`src/rtl/ifft4_stream.sv`:
```
// -----------------------------------------------------------------------------
// ifft4_stream
//
// Streaming 4-point inverse DFT for complex signed samples. Four frequency
// bins X0..X3 are collected one per beat, the four time samples are computed
// in a single registered CALC cycle, and x0..x3 are then emitted one per beat
// with backpressure. Frames never overlap: the input port is closed from the
// acceptance of bin 3 until one cycle after x3 has been taken.
//
// The transform uses a -j bin-1 twiddle, undoing the +j convention of the
// matching forward block. SCALE=1 divides by 4 (arithmetic shift, floor);
// SCALE=0 keeps the low W bits of the raw sums.
//
// Ports
//   clk        rising-edge clock
//   rst        synchronous, active-high reset
//   in_valid   input beat present
//   in_ready   block can accept an input beat (registered)
//   in_real    bin real part, W-bit signed
//   in_imag    bin imaginary part, W-bit signed
//   in_last    source marks this beat as bin 3
//   out_valid  output sample present
//   out_ready  sink accepts the output sample
//   out_real   time-sample real part, W-bit signed
//   out_imag   time-sample imaginary part, W-bit signed
//   out_idx    index n of the current time sample
//   out_last   high together with x3
//   frame_err  one-cycle pulse when in_last disagrees with the bin count
// -----------------------------------------------------------------------------
module ifft4_stream #(
   parameter int W     = 8,
   parameter bit SCALE = 1'b1
) (
   input  logic                clk,
   input  logic                rst,
   input  logic                in_valid,
   output logic                in_ready,
   input  logic signed [W-1:0] in_real,
   input  logic signed [W-1:0] in_imag,
   input  logic                in_last,
   output logic                out_valid,
   input  logic                out_ready,
   output logic signed [W-1:0] out_real,
   output logic signed [W-1:0] out_imag,
   output logic [1:0]          out_idx,
   output logic                out_last,
   output logic                frame_err
);

   // Four-operand sums of W-bit values need two guard bits.
   localparam int SW = W + 2;

   typedef enum logic [1:0] {
      S_LOAD = 2'd0,
      S_CALC = 2'd1,
      S_EMIT = 2'd2
   } state_e;

   typedef logic signed [W-1:0]  samp_t;
   typedef logic signed [SW-1:0] wide_t;

   state_e      state_q, state_d;
   logic [1:0]  cnt_q, cnt_d;
   samp_t       ibuf_re_q [4];
   samp_t       ibuf_re_d [4];
   samp_t       ibuf_im_q [4];
   samp_t       ibuf_im_d [4];
   samp_t       obuf_re_q [4];
   samp_t       obuf_re_d [4];
   samp_t       obuf_im_q [4];
   samp_t       obuf_im_d [4];
   logic        in_ready_q, in_ready_d;
   logic        out_valid_q, out_valid_d;
   samp_t       out_real_q, out_real_d;
   samp_t       out_imag_q, out_imag_d;
   logic [1:0]  out_idx_q, out_idx_d;
   logic        out_last_q, out_last_d;
   logic        frame_err_q, frame_err_d;

   logic        in_fire;
   logic        out_fire;
   logic [1:0]  nxt_idx;

   wide_t       r [4];
   wide_t       i [4];
   wide_t       sum_re [4];
   wide_t       sum_im [4];
   samp_t       x_re [4];
   samp_t       x_im [4];

   function automatic samp_t scale_f(input wide_t s);
      if (SCALE) return samp_t'(s >>> 2);
      else       return s[W-1:0];
   endfunction

   // ---------------------------------------------------------------------------
   // Butterfly on the buffered bins (sign-extended to SW bits)
   // ---------------------------------------------------------------------------
   always_comb begin
      for (int k = 0; k < 4; k++) begin
         r[k] = wide_t'(ibuf_re_q[k]);
         i[k] = wide_t'(ibuf_im_q[k]);
      end
      sum_re[0] = r[0] + r[1] + r[2] + r[3];
      sum_im[0] = i[0] + i[1] + i[2] + i[3];
      sum_re[1] = (r[0] - r[2]) + (i[1] - i[3]);
      sum_im[1] = (i[0] - i[2]) - (r[1] - r[3]);
      sum_re[2] = (r[0] + r[2]) - (r[1] + r[3]);
      sum_im[2] = (i[0] + i[2]) - (i[1] + i[3]);
      sum_re[3] = (r[0] - r[2]) - (i[1] - i[3]);
      sum_im[3] = (i[0] - i[2]) + (r[1] - r[3]);
      for (int k = 0; k < 4; k++) begin
         x_re[k] = scale_f(sum_re[k]);
         x_im[k] = scale_f(sum_im[k]);
      end
   end

   assign in_fire  = in_valid && in_ready_q;
   assign out_fire = out_valid_q && out_ready;
   assign nxt_idx  = out_idx_q + 2'd1;

   // ---------------------------------------------------------------------------
   // Next-state and output logic
   // ---------------------------------------------------------------------------
   always_comb begin
      // NOTE: every _d signal gets its hold value first, so no branch can leave
      // one unassigned and infer a latch.
      state_d     = state_q;
      cnt_d       = cnt_q;
      ibuf_re_d   = ibuf_re_q;
      ibuf_im_d   = ibuf_im_q;
      obuf_re_d   = obuf_re_q;
      obuf_im_d   = obuf_im_q;
      in_ready_d  = 1'b0;
      out_valid_d = out_valid_q;
      out_real_d  = out_real_q;
      out_imag_d  = out_imag_q;
      out_idx_d   = out_idx_q;
      out_last_d  = out_last_q;
      frame_err_d = 1'b0;

      case (state_q)
         S_LOAD: begin
            // in_ready is registered from the current state, so it is low for
            // one cycle after reset and after the previous frame's x3.
            in_ready_d = 1'b1;
            if (in_fire) begin
               if (in_last && (cnt_q != 2'd3)) begin
                  // Short frame: drop what was collected and restart.
                  frame_err_d = 1'b1;
                  cnt_d       = 2'd0;
               end else begin
                  ibuf_re_d[cnt_q] = in_real;
                  ibuf_im_d[cnt_q] = in_imag;
                  if (cnt_q == 2'd3) begin
                     // Missing in_last is flagged but the frame still runs.
                     frame_err_d = !in_last;
                     cnt_d       = 2'd0;
                     state_d     = S_CALC;
                     in_ready_d  = 1'b0;
                  end else begin
                     cnt_d = cnt_q + 2'd1;
                  end
               end
            end
         end

         S_CALC: begin
            obuf_re_d   = x_re;
            obuf_im_d   = x_im;
            // x0 is presented directly so it appears together with out_valid.
            out_valid_d = 1'b1;
            out_real_d  = x_re[0];
            out_imag_d  = x_im[0];
            out_idx_d   = 2'd0;
            out_last_d  = 1'b0;
            state_d     = S_EMIT;
         end

         S_EMIT: begin
            if (out_fire) begin
               if (out_idx_q == 2'd3) begin
                  out_valid_d = 1'b0;
                  out_real_d  = '0;
                  out_imag_d  = '0;
                  out_idx_d   = 2'd0;
                  out_last_d  = 1'b0;
                  state_d     = S_LOAD;
               end else begin
                  out_real_d  = obuf_re_q[nxt_idx];
                  out_imag_d  = obuf_im_q[nxt_idx];
                  out_idx_d   = nxt_idx;
                  out_last_d  = (nxt_idx == 2'd3);
               end
            end
         end

         default: state_d = S_LOAD;
      endcase
   end

   // ---------------------------------------------------------------------------
   // State register
   // ---------------------------------------------------------------------------
   always_ff @(posedge clk) begin
      // NOTE: non-blocking assignments, so every register here samples the
      // values that existed before this edge regardless of statement order.
      if (rst) begin
         state_q     <= S_LOAD;
         cnt_q       <= 2'd0;
         in_ready_q  <= 1'b0;
         out_valid_q <= 1'b0;
         out_real_q  <= '0;
         out_imag_q  <= '0;
         out_idx_q   <= 2'd0;
         out_last_q  <= 1'b0;
         frame_err_q <= 1'b0;
         // NOTE: the sample buffers are cleared as well; they are only four
         // entries each and a fully defined idle state is part of the contract.
         for (int k = 0; k < 4; k++) begin
            ibuf_re_q[k] <= '0;
            ibuf_im_q[k] <= '0;
            obuf_re_q[k] <= '0;
            obuf_im_q[k] <= '0;
         end
      end else begin
         state_q     <= state_d;
         cnt_q       <= cnt_d;
         in_ready_q  <= in_ready_d;
         out_valid_q <= out_valid_d;
         out_real_q  <= out_real_d;
         out_imag_q  <= out_imag_d;
         out_idx_q   <= out_idx_d;
         out_last_q  <= out_last_d;
         frame_err_q <= frame_err_d;
         ibuf_re_q   <= ibuf_re_d;
         ibuf_im_q   <= ibuf_im_d;
         obuf_re_q   <= obuf_re_d;
         obuf_im_q   <= obuf_im_d;
      end
   end

   assign in_ready  = in_ready_q;
   assign out_valid = out_valid_q;
   assign out_real  = out_real_q;
   assign out_imag  = out_imag_q;
   assign out_idx   = out_idx_q;
   assign out_last  = out_last_q;
   assign frame_err = frame_err_q;

endmodule

```
`config.mk`:
```
export PLATFORM = sky130hd
export DESIGN_NAME = ifft4_stream
export DESIGN_NICKNAME = d
export VERILOG_FILES = /design/src/rtl/ifft4_stream.sv
export SDC_FILE = /design/constraint.sdc
export NUM_CORES = 1
export LEC_CHECK = 0
export CORE_UTILIZATION = 40
export CTS_CLUSTER_DIAMETER = 150
export DETAILED_ROUTE_END_ITERATION = 10
export PLACE_DENSITY = 0.63
export REMOVE_ABC_BUFFERS = 1
export SYNTH_ARGS = -nofsm -noshare
export SYNTH_HDL_FRONTEND = slang
export SYNTH_SLANG_ARGS = --single-unit
```
`constraint.sdc`:
```
create_clock -name clk -period 3.9 [get_ports clk]
set_clock_uncertainty 0.05 [all_clocks]
set_input_delay 0.585 -clock clk [delete_from_list [all_inputs] [get_ports clk]]
set_output_delay 0.585 -clock clk [all_outputs]
set_load 0.01 [all_outputs]
```
## After elaboration in Yosys (flattened, before gate mapping)

Cells that the tools add are included.

| cells by class | value |
|---|---|
| $add $sub $neg | 22 |
| $lt $le $gt $ge | 3 |
| eq/ne operators | 11 |
| muxes and demuxes | 38 |
| bitwise logic cells | 5 |
| reductions and logical operators | 14 |

Operators with widths:

| operator | count |
|---|---|
| 2-to-1 mux 8 bit | 9 |
| bitwise mux 32 bit | 2 |
| adder 8 x 8 -> 9 bit | 6 |
| subtractor 9 x 9 -> 10 bit | 4 |
| subtractor 8 x 8 -> 9 bit | 4 |
| binary-select mux 8 bit (select 2 bit) | 2 |
| case mux 8 bit (2 select lines) | 2 |
| adder 10 x 8 -> 10 bit | 2 |
| adder 9 x 8 -> 10 bit | 2 |
| adder 9 x 9 -> 10 bit | 2 |
| 2-to-1 mux 2 bit | 9 |
| demux 8 bit (select 2 bit) | 1 |
| inequality test 2 bit (second input constant) | 6 |
| 2-to-1 mux 1 bit | 9 |
| == test 2 bit (second input constant) | 4 |
| >= comparator 3 bit (second input constant) | 2 |
| inverter 2 -> 3 bit | 2 |
| case mux 2 bit (3 select lines) | 1 |
| AND reduction 3 bit | 2 |
| AND reduction 5 bit | 1 |
| adder 2 x 1 -> 2 bit (second input constant) | 2 |
| logical AND 1 bit | 4 |
| case mux 1 bit (2 select lines) | 2 |
| case mux 2 bit (2 select lines) | 1 |
| 9 further kinds | 12 |

| word-level totals | value |
|---|---|
| register bits | 154 |
| input port bits | 21 |
| output and inout bits | 22 |

## Logic depth before layout (Yosys ltp)

Gate-level depths: netlist of the first run.

| logic depth | value |
|---|---|
| depth in word-level cells | 8 |
| gate-level depth with buffers | 16 |
| gate-level depth less buffers | 16 |

## Worst setup path after synthesis of the first run

OpenSTA, ideal clock, no wires.

| timing path | value |
|---|---|
| path type | register to register |
| start | reg ibuf_re_q[9] in the netlist's numbering |
| end | reg obuf_re_q[6] in the netlist's numbering |
| setup time | 88 ps |
| arrival | 3126 ps |
| required time | 3762 ps |
| setup slack | 637 ps |
| cell stages (with the launch flop) | 16 |
| path buffers | 1 |
| clock period less this slack | 3263 ps |
| cell sequence | dfxtp_1 -> inv_1 -> ha_1 -> nor2b_1 -> o21ai_0 -> a21boi_0 -> o21ai_0 -> nor2b_1 -> xnor2_1 -> ha_1 -> clkbuf_1 -> or3_1 -> o211ai_2 -> o22ai_1 -> and3_1 -> nor4_2 |

| on the way | value |
|---|---|
| longest elaborated chain between the ends | 2 |

RTL lines:

| what | RTL line | source |
|---|---|---|
| start, declared | 64 | `samp_t ibuf_re_q [4];` |
| start signal, assigned | 236 | `ibuf_re_q <= ibuf_re_d;` |
| subtractor 8 x 8 -> 9 bit | 110 | `sum_re[3] = (r[0] - r[2]) - (i[1] - i[3]);` |
| subtractor 9 x 9 -> 10 bit | 110 |  |
| end signal, assigned | 238 | `obuf_re_q <= obuf_re_d;` |
| end, declared | 68 | `samp_t obuf_re_q [4];` |

No other way between the ends.
A chain may end at the register's enable or synchronous reset.

## Final worst setup path of the first run

Same ends and word-level chain as after synthesis.

==> results of run 1 <==
==> layer usage <==
| layer | GRT usage (%) | share of wire, % | vias up |
|---|---|---|---|
| li1 | - | - | 4560 |
| met1 | 29.0 | 47 | 4349 |
| met2 | 34.6 | 47 | 203 |
| met3 | 2.99 | 4.0 | 39 |
| met4 | 7.10 | 2.6 | 0 |
| met5 | 0 | 0 | - |
==> kinds of logic (layout without fill, tap and decap cells) <==
kind of cell	count (synthesis)	count (layout)	share of synthesized area, %
multiplexers	17	17	3.23
adder cells (fa/ha/maj)	187	187	24.8
flip-flops	154	154	26.8
buffers and inverters	212	236	7.07
AND/OR/NAND/NOR	407	407	16.6
AO/OA/AOI/OAI	294	294	15.6
XOR/XNOR	77	77	5.87
==> registers in the layout, indices dropped and copies added, names as in the netlist <==
name,cells
cnt_q,2
state_q,2
ibuf_re_q,32
out_idx,2
obuf_im_q,32
i,32
out_real,8
out_imag,8
out_last,1
in_ready,1
frame_err,1
out_valid,1
obuf_re_q,32
==> cell type report <==
cell class                      count  area, um2
Sequential cell                   154       3080
Timing Repair Buffer               56        536
Multi-Input combinational cell    982       7610
Clock buffer                       19        453
Tap cell                          378        473
Clock inverter                     11        184
Inverter                          150        563
Fill cell                        2771      15100
==> critical path, cell delays in order (launching register included) <==
cell and delay, ns:
dfxtp_1 0.38, inv_1 0.15, ha_1 0.31, nor2b_1 0.12, o21ai_0 0.20, a21boi_0 0.15, o21ai_0 0.25, nor2b_1 0.19
xnor2_1 0.17, ha_1 0.36, or3_1 0.39, o211ai_2 0.21, o22ai_1 0.14, and3_1 0.21, nor4_2 0.18
==> cells in the final DEF (no fill, tap or decap), drive strengths merged, types with 30 or more instances in the layout <==
cell type / instances
fa: 68
inv: 154
a21oi: 156
nand3: 57
xor2: 30
nand2: 172
ha: 119
xnor2: 47
dfxtp: 154
nor2: 68
clkdlybuf4s50: 41
==> per-stage QoR <==
step                      worst slack (ns)  power, mW
after global placement               0.429       2.14
after global routing                0.0562       4.11
after detailed placement             0.351       2.15
after CTS                            0.331       3.97
final                                0.346       3.95
after floorplan                     -0.138       1.98
==> how the worst max path moves through the flow <==
stage	start	slack, ns	to	depth (start not counted)
2_1_floorplan	state_q[0]	-0.14	out_real[7]	4
3_3_place_gp	i[11]	0.43	obuf_im_q[22]	14
3_5_place_dp	ibuf_re_q[2]	0.35	out_real[6]	11
4_1_cts	ibuf_re_q[9]	0.33	obuf_re_q[6]	14
5_1_grt	ibuf_re_q[24]	0.06	obuf_re_q[23]	15
6_report	ibuf_re_q[9]	0.35	obuf_re_q[6]	14
==> report_power, final <==
part	switching [mW]	leakage, nW	internal, mW	total (mW)
sequential	0.0118	1.24	1.58	1.59
clock	0.722	0.312	1.11	1.84
combinational	0.313	3.39	0.211	0.524
total	1.05	4.95	2.90	3.95
==> impl_metrics.py, run 1 <==
metrics = {
    "status": {
        "outcome": "finished, final reports clean",
    },
    "synthesis": {
        "yosys.area.top_type": "dfxtp_1",
        "yosysMostFrequentCell": "nand2_1",
        "synthCells": 1348,
        "synth_top_area_share_pct": 26.8,
        "ys_top_cells_by_area": "dfxtp_1 27%, ha_1 13%, fa_1 12%",
        "synth-edff-count": 0,
        "synth_ff_type": "dfxtp_1",
        "ys_seq_area_share_pct": 26.8,
        "synth-async-reset-ratio_pct": 0,
        "syn_area_um2": 11500,
        "ys_top_cells_by_count": "172 x nand2_1, 156 x a21oi_1, 154 x dfxtp_1, 150 x inv_1, 119 x ha_1",
        "synth_area_per_cell_um2": 8.53,
        "synth_seq_cells": 154,
        "synth_warnings": 0,
        "yosys.cell_types.count": 62,
    },
    "drt": {
        "drtPass1Iterations": 5,
        "post_drt_wl_per_cell_um": 17.2,
        "dr.first_iter.drc_count": 618,
        "via_per_inst": 5.23,
        "ant_nets": 0,
        "post-route-drc-count": 0,
        "totalWireLength_um": 30000,
        "route.vias.total": 9151,
    },
    "cts": {
        "h-tree-depth": 4,
        "clockRootBuffer": "clkbuf_16",
        "cts_resized": 0,
        "cts_sinks": 154,
        "worstSkewPairLatency_ns": 0.43,
        "postCtsSetupRepairBufs": 0,
        "path_clk_slew_ns": 0.07,
        "ctsHoldBuffers": 0,
        "cts_buffers": 17,
        "clk_path_buf_depth": 2,
        "cts_tree": "done",
    },
    "floorplan": {
        "io_pins": 43,
        "core_region_area_um2": 28000,
        "dieHeight_um": 172,
        "initial_core_util_pct": 41.0,
        "die_x_um": 172,
        "rows": 61,
        "die_area_um2": 29400,
    },
    "timing": {
        "clock.fmax_mhz": 281,
        "rsz0062_at_grt": "false",
        "tns_ns": 0,
        "hold_viol": 0,
        "period_needed_ns": 3.55,
        "slew_headroom_pct": 35.3,
        "finalCritPeriodShare_pct": 91.1,
        "max_slew.worst_pin.slew_ns": 0.970,
        "setup_viol": 0,
        "whs_ns": 0.398,
        "final_max_slew_viol_count": 0,
    },
    "hold_path": {
        "hold-path-endpoint": "obuf_re_q[17]",
        "hold-path-cell-count": 2,
        "hold_class": "reg -> reg",
        "hp-start": "obuf_re_q[17]",
    },
    "final_layout": {
        "drive_above_1_share_pct": 5.98,
        "num_antenna_cells": 0,
        "layout.nets": 1569,
        "area_growth_pct": 12.3,
        "layoutNonFillerInstCount": 1750,
        "design_area_um2": 12900,
        "utilization_pct": 46.1,
    },
    "critical_path": {
        "r2r_start": "ibuf_re_q[9]",
        "required_ns": 4.20,
        "path_class": "reg -> reg",
        "cp_data_arrival_time_ns": 3.85,
        "r2r_slack_ns": 0.35,
        "startpoint_type": "flop",
        "cp_max_fo": 8,
        "r2r_end": "obuf_re_q[6]",
        "reg2regPathDepth": 14,
        "end_kind": "flop",
    },
    "global_route": {
        "grt_pass1_wl_um": 48100,
        "grt_usage_pct": 21.3,
        "grt_max_degree": 108,
        "grt_pass1_vias": 8972,
        "antenna_found_initial": 0,
        "grt_remaining_overflow": 0,
    },
    "placement": {
        "place_inst": 1720,
        "numPortBuffers": 42,
        "dpl_cell_area_um2": 12300,
        "place_hpwl_um": 22800,
        "gp_congestion": 0.890,
    },
    "power_and_ir_drop": {
        "vdd_drop_max_mv": 0.274,
        "power_density_nw_per_um2": 306,
        "leakagePower_nw": 4.95,
    },
    "flow_run": {
        "maxCapViolCount": 0,
    },
}
No activity file was read; power rests on OpenSTA's default activity.
==> inputs of run 2 (changes only) <==
Settings changed: MAX_ROUTING_LAYER set to met4.
==> impl_metrics.py, run 2 (synthesis gave the netlist of run 1 again) <==
metrics = {
    "status": {
        "outcome": "finished, final reports clean",
    },
    "power_and_ir_drop": {
        "vdd_drop_max_mv": 0.273,
        "p_int_mw": 2.90,
        "power_density_nw_per_um2": 306,
        "total_power_mw": 3.95,
        "p_sw_mw": 1.05,
        "p_seq_share_pct": 40.3,
        "sw_frac_of_total_pct": 26.5,
        "pwr-share-clk_pct": 46.5,
        "power_frac_comb_pct": 13.2,
        "leakagePower_nw": 4.95,
    },
    "timing": {
        "max_slew.worst_pin.slew_ns": 0.943,
        "clock.fmax_mhz": 281,
        "rsz0062_at_grt": "false",
        "final_max_slew_viol_count": 0,
        "finalCritPeriodShare_pct": 91.3,
        "hold_viol": 0,
        "setup_ws_ns": 0.339,
        "slew_headroom_pct": 37.1,
        "period_needed_ns": 3.56,
        "tns_ns": 0,
        "setup_viol": 0,
        "whs_ns": 0.399,
    },
    "critical_path": {
        "required_ns": 4.20,
        "critical_path.cell_chain": "inv_1 -> ha_1 -> nor2b_1 -> o21ai_0 -> a21boi_0 -> o21ai_0 -> nor2b_1 -> xnor2_1 -> ha_1 -> or3_1 -> o211ai_2 -> o22ai_1 -> and3_1 -> nor4_2",
        "path_class": "reg -> reg",
        "end_kind": "flop",
        "r2r_end": "obuf_re_q[6]",
        "cp_data_arrival_time_ns": 3.86,
        "max_stage_delay_ns": 0.39,
        "startpoint_type": "flop",
        "crit_path_end": "obuf_re_q[6]",
        "reg2regPathDepth": 14,
        "r2r_slack_ns": 0.34,
        "cpMaxStageDelayCell": "or3_1",
        "cp_max_fo": 8,
        "r2r_start": "ibuf_re_q[9]",
        "setup.worst_path.start": "ibuf_re_q[9]",
    },
    "final_layout": {
        "area_growth_pct": 12.3,
        "layoutNonFillerInstCount": 1750,
        "drive_above_1_share_pct": 5.98,
        "utilization_pct": 46.1,
        "num_antenna_cells": 0,
        "layout.nets": 1569,
        "final_cell_mix": "172 x nand2_1, 156 x a21oi_1, 154 x dfxtp_1",
        "design_area_um2": 12900,
        "mostFrequentLayoutCell": "nand2_1",
    },
    "global_route": {
        "grt_max_degree": 108,
        "antenna_found_initial": 0,
        "grt_usage_pct": 22.0,
        "grt_pass1_vias": 8975,
        "grt_pass1_wl_um": 48100,
        "grt_remaining_overflow": 0,
    },
    "floorplan": {
        "die_area_um2": 29400,
        "core_region_area_um2": 28000,
        "initial_core_util_pct": 41.0,
        "die_x_um": 172,
        "rows": 61,
        "dieHeight_um": 172,
        "io_pins": 43,
    },
    "drt": {
        "dr.first_iter.drc_count": 642,
        "maxUsedRoutingLayer": "met4",
        "post_drt_wl_per_cell_um": 17.1,
        "wl_met2_um": 13900,
        "via_per_inst": 5.22,
        "drt-met1-wl_um": 14200,
        "totalWireLength_um": 30000,
        "drtPass1Iterations": 5,
        "route.vias.total": 9131,
        "post-route-drc-count": 0,
        "wl_met3_um": 1070,
        "ant_nets": 0,
    },
    "placement": {
        "numPortBuffers": 42,
        "dpl_cell_area_um2": 12300,
        "gp_congestion": 0.906,
        "place_hpwl_um": 22800,
        "post-place-ws_ns": 0.351,
        "place_inst": 1720,
    },
    "cts": {
        "cts_buffers": 17,
        "clockRootBuffer": "clkbuf_16",
        "worstSkewPairLatency_ns": 0.43,
        "cts_sinks": 154,
        "cts_tree": "done",
        "clk_path_buf_depth": 2,
        "ctsHoldBuffers": 0,
        "path_clk_slew_ns": 0.07,
        "postCtsSetupRepairBufs": 0,
        "cts_resized": 0,
        "h-tree-depth": 4,
    },
    "hold_path": {
        "hp-start": "obuf_re_q[17]",
        "hold_class": "reg -> reg",
    },
    "flow_run": {
        "maxCapViolCount": 0,
    },
}
==> run 2: area by class of cell <==
cell class                      count  area, um2
Fill cell                        2771      15100
Multi-Input combinational cell    982       7610
Sequential cell                   154       3080
Inverter                          150        563
Timing Repair Buffer               56        536
Tap cell                          378        473
Clock buffer                       19        453
Clock inverter                     11        184
==> run 2: power by group through the flow <==
stage               clock, mW  combinational (mW)  sequential [mW]
detailed placement          0               0.519             1.63
floorplan                   0               0.360             1.62
global route             1.93               0.581             1.59
global placement            0               0.514             1.63
finish                   1.84               0.524             1.59
CTS                      1.86               0.523             1.59
==> run 2: worst min path at each step <==
stage | to | cells after the start
after floorplan | obuf_re_q[16] | 2
after global placement | obuf_im_q[3] | 2
after detailed placement | obuf_re_q[17] | 2
after CTS | obuf_re_q[17] | 2
after global routing | obuf_re_q[9] | 2
final | obuf_re_q[17] | 2
==> run 2: critical path, delay by kind of cell, from the launching register on <==
kind / cells / cell delay (ns)
compound gates: 5 / 0.95
xor+xnor: 1 / 0.17
fa+ha+maj: 2 / 0.67
buf+inv: 1 / 0.15
flops: 1 / 0.38
simple gates: 5 / 1.10
==> run 2: per-layer routing <==
| layer | vias up | global-route usage, % |
|---|---|---|
| met5 | - | - |
| met4 | 0 | 7.10 |
| met3 | 40 | 2.99 |
| met2 | 187 | 34.7 |
| met1 | 4351 | 29.0 |
| li1 | 4553 | - |
==> inputs of run 3 (changes only) <==
Settings changed: CORE_UTILIZATION 40 to 50, PLACE_DENSITY 0.63 to 0.74, SETUP_SLACK_MARGIN set to 0.02.
==> impl_metrics.py, run 3 (synthesis gave the netlist of run 1 again) <==
metrics = {
    "status": {
        "outcome": "finished, final reports clean",
    },
    "timing": {
        "final_max_slew_viol_count": 0,
        "setup_viol": 0,
        "max_slew.worst_pin.slew_ns": 1.15,
        "slew_headroom_pct": 22.6,
        "finalCritPeriodShare_pct": 91.6,
        "hold_viol": 0,
        "clock.fmax_mhz": 280,
        "period_needed_ns": 3.57,
        "setup_ws_ns": 0.327,
        "rsz0062_at_grt": "false",
    },
    "critical_path": {
        "cp_data_arrival_time_ns": 3.87,
        "setup.worst_path.start": "ibuf_re_q[9]",
        "required_ns": 4.20,
        "cpMostUsedCell": "fa_1",
        "cp_max_fo": 4,
        "cpMaxStageDelayCell": "fa_1",
        "end_kind": "flop",
        "critical_path.cell_chain": "inv_1 -> fa_1 -> fa_1 -> or3_1 -> fa_1 -> nor2b_1 -> o21ai_0 -> o211ai_1 -> xor2_1 -> a221oi_1 -> nor3_1",
        "r2r_slack_ns": 0.33,
        "crit_family": "adder cells",
        "max_stage_delay_ns": 0.55,
        "worst-path-buf-inv": 1,
        "startpoint_type": "flop",
        "path_class": "reg -> reg",
        "r2r_start": "ibuf_re_q[9]",
    },
    "final_layout": {
        "final_cell_mix": "172 x nand2_1, 156 x a21oi_1, 154 x dfxtp_1",
        "drive_above_1_share_pct": 6.04,
        "num-fill-cells": 2042,
        "mostFrequentLayoutCell": "nand2_1",
        "layout.nets": 1569,
        "layoutNonFillerInstCount": 1659,
        "area_growth_pct": 11.0,
        "num_antenna_cells": 0,
        "design_area_um2": 12800,
    },
    "power_and_ir_drop": {
        "leakagePower_nw": 4.93,
        "vdd_drop_max_mv": 0.250,
        "power_density_nw_per_um2": 303,
        "p_int_mw": 2.77,
        "sw_frac_of_total_pct": 28.1,
        "p_sw_mw": 1.09,
        "total_power_mw": 3.86,
        "p_seq_share_pct": 41.2,
        "pwr-share-clk_pct": 45.1,
        "power_frac_comb_pct": 13.6,
    },
    "cts": {
        "h-tree-depth": 4,
        "path_clk_slew_ns": 0.07,
        "clockRootBuffer": "clkbuf_16",
        "ctsHoldBuffers": 0,
        "cts_tree": "done",
        "clk_path_buf_depth": 2,
        "postCtsSetupRepairBufs": 0,
        "cts_buffers": 17,
        "worstSkewPairLatency_ns": 0.44,
        "cts_sinks": 154,
    },
    "placement": {
        "numPortBuffers": 42,
        "gp_congestion": 0.885,
        "dpl_cell_area_um2": 12200,
        "post-place-ws_ns": 0.339,
        "place_hpwl_um": 22000,
        "place_inst": 1627,
    },
    "flow_run": {
        "maxCapViolCount": 0,
    },
    "global_route": {
        "grt_max_degree": 99,
        "grt_pass1_wl_um": 47400,
        "antenna_found_initial": 0,
        "grt_remaining_overflow": 0,
        "grt_pass1_vias": 9082,
        "grt_usage_pct": 26.3,
    },
    "floorplan": {
        "rows": 55,
        "initial_core_util_pct": 50.9,
        "die_x_um": 154,
        "io_pins": 43,
        "core_region_area_um2": 22600,
        "dieHeight_um": 154,
        "die_area_um2": 23600,
    },
    "hold_path": {
        "hp-start": "obuf_im_q[10]",
        "hold_class": "reg -> reg",
    },
    "drt": {
        "ant_nets": 0,
        "via_per_inst": 5.58,
        "post-route-drc-count": 0,
        "post_drt_wl_per_cell_um": 17.4,
        "totalWireLength_um": 28900,
        "drtPass1Iterations": 5,
        "route.vias.total": 9263,
        "dr.first_iter.drc_count": 629,
    },
}
run 3: final timing paths:
path | cells past startpoint | to
setup reg to reg | 11 | out_real[5]
hold reg to reg | 2 | obuf_im_q[10]
setup / recovery | 11 | out_real[5]
hold / removal | 2 | obuf_im_q[10]
run 3: cell type report:
| cell class | count | area [um2] | area share, % |
|---|---|---|---|
| sequential | 154 | 3080 | 24.2 |
| inverter | 150 | 563 | 4.42 |
| timing repair buffer | 56 | 536 | 4.20 |
| multi-input combinational | 982 | 7610 | 59.7 |
| tap | 285 | 357 | 2.80 |
| clock buffer | 19 | 443 | 3.47 |
| clock inverter | 13 | 159 | 1.25 |
run 3: worst min-delay path, cell delays in order (launching register included):
cell	delay (ns)
dfxtp_1	0.31
nand2_1	0.05
a21oi_1	0.05
run 3: metal layers:
metal / global-route usage [%] / wire [um] / vias to the layer above
met1: 35.2 / 13600 / 4394
met3: 3.33 / 1360 / 39
met2: 41.1 / 13300 / 265
li1: - / - / 4565
met5: - / 0 / -
met4: 8.76 / 578 / 0
run 3: repair_timing:
action / CTS / global route
endpoints found under the hold margin: 0 / 0
setup endpoints to repair: 0 / 1
resized for setup: 0 / 1
run 3: stage by stage:
| stage | hold WS [ns] | setup TNS, ns | utilization (%) |
|---|---|---|---|
| finish | 0.402 | 0 | 56.5 |
| global route | 0.422 | 0 | 56.5 |
| CTS | 0.402 | 0 | 56.5 |
| detailed placement | 0.393 | 0 | 53.8 |
| global placement | 0.386 | 0 | 53.8 |
| floorplan | 0.373 | -0.742 | - |
run 3: power groups by stage:
stage          Combinational [mW]  Clock, mW  Sequential, mW
2_1_floorplan               0.360          0            1.62
3_3_place_gp                0.509          0            1.63
3_5_place_dp                0.517          0            1.63
4_1_cts                     0.521       1.75            1.59
5_1_grt                     0.584       1.83            1.59
6_report                    0.526       1.74            1.59
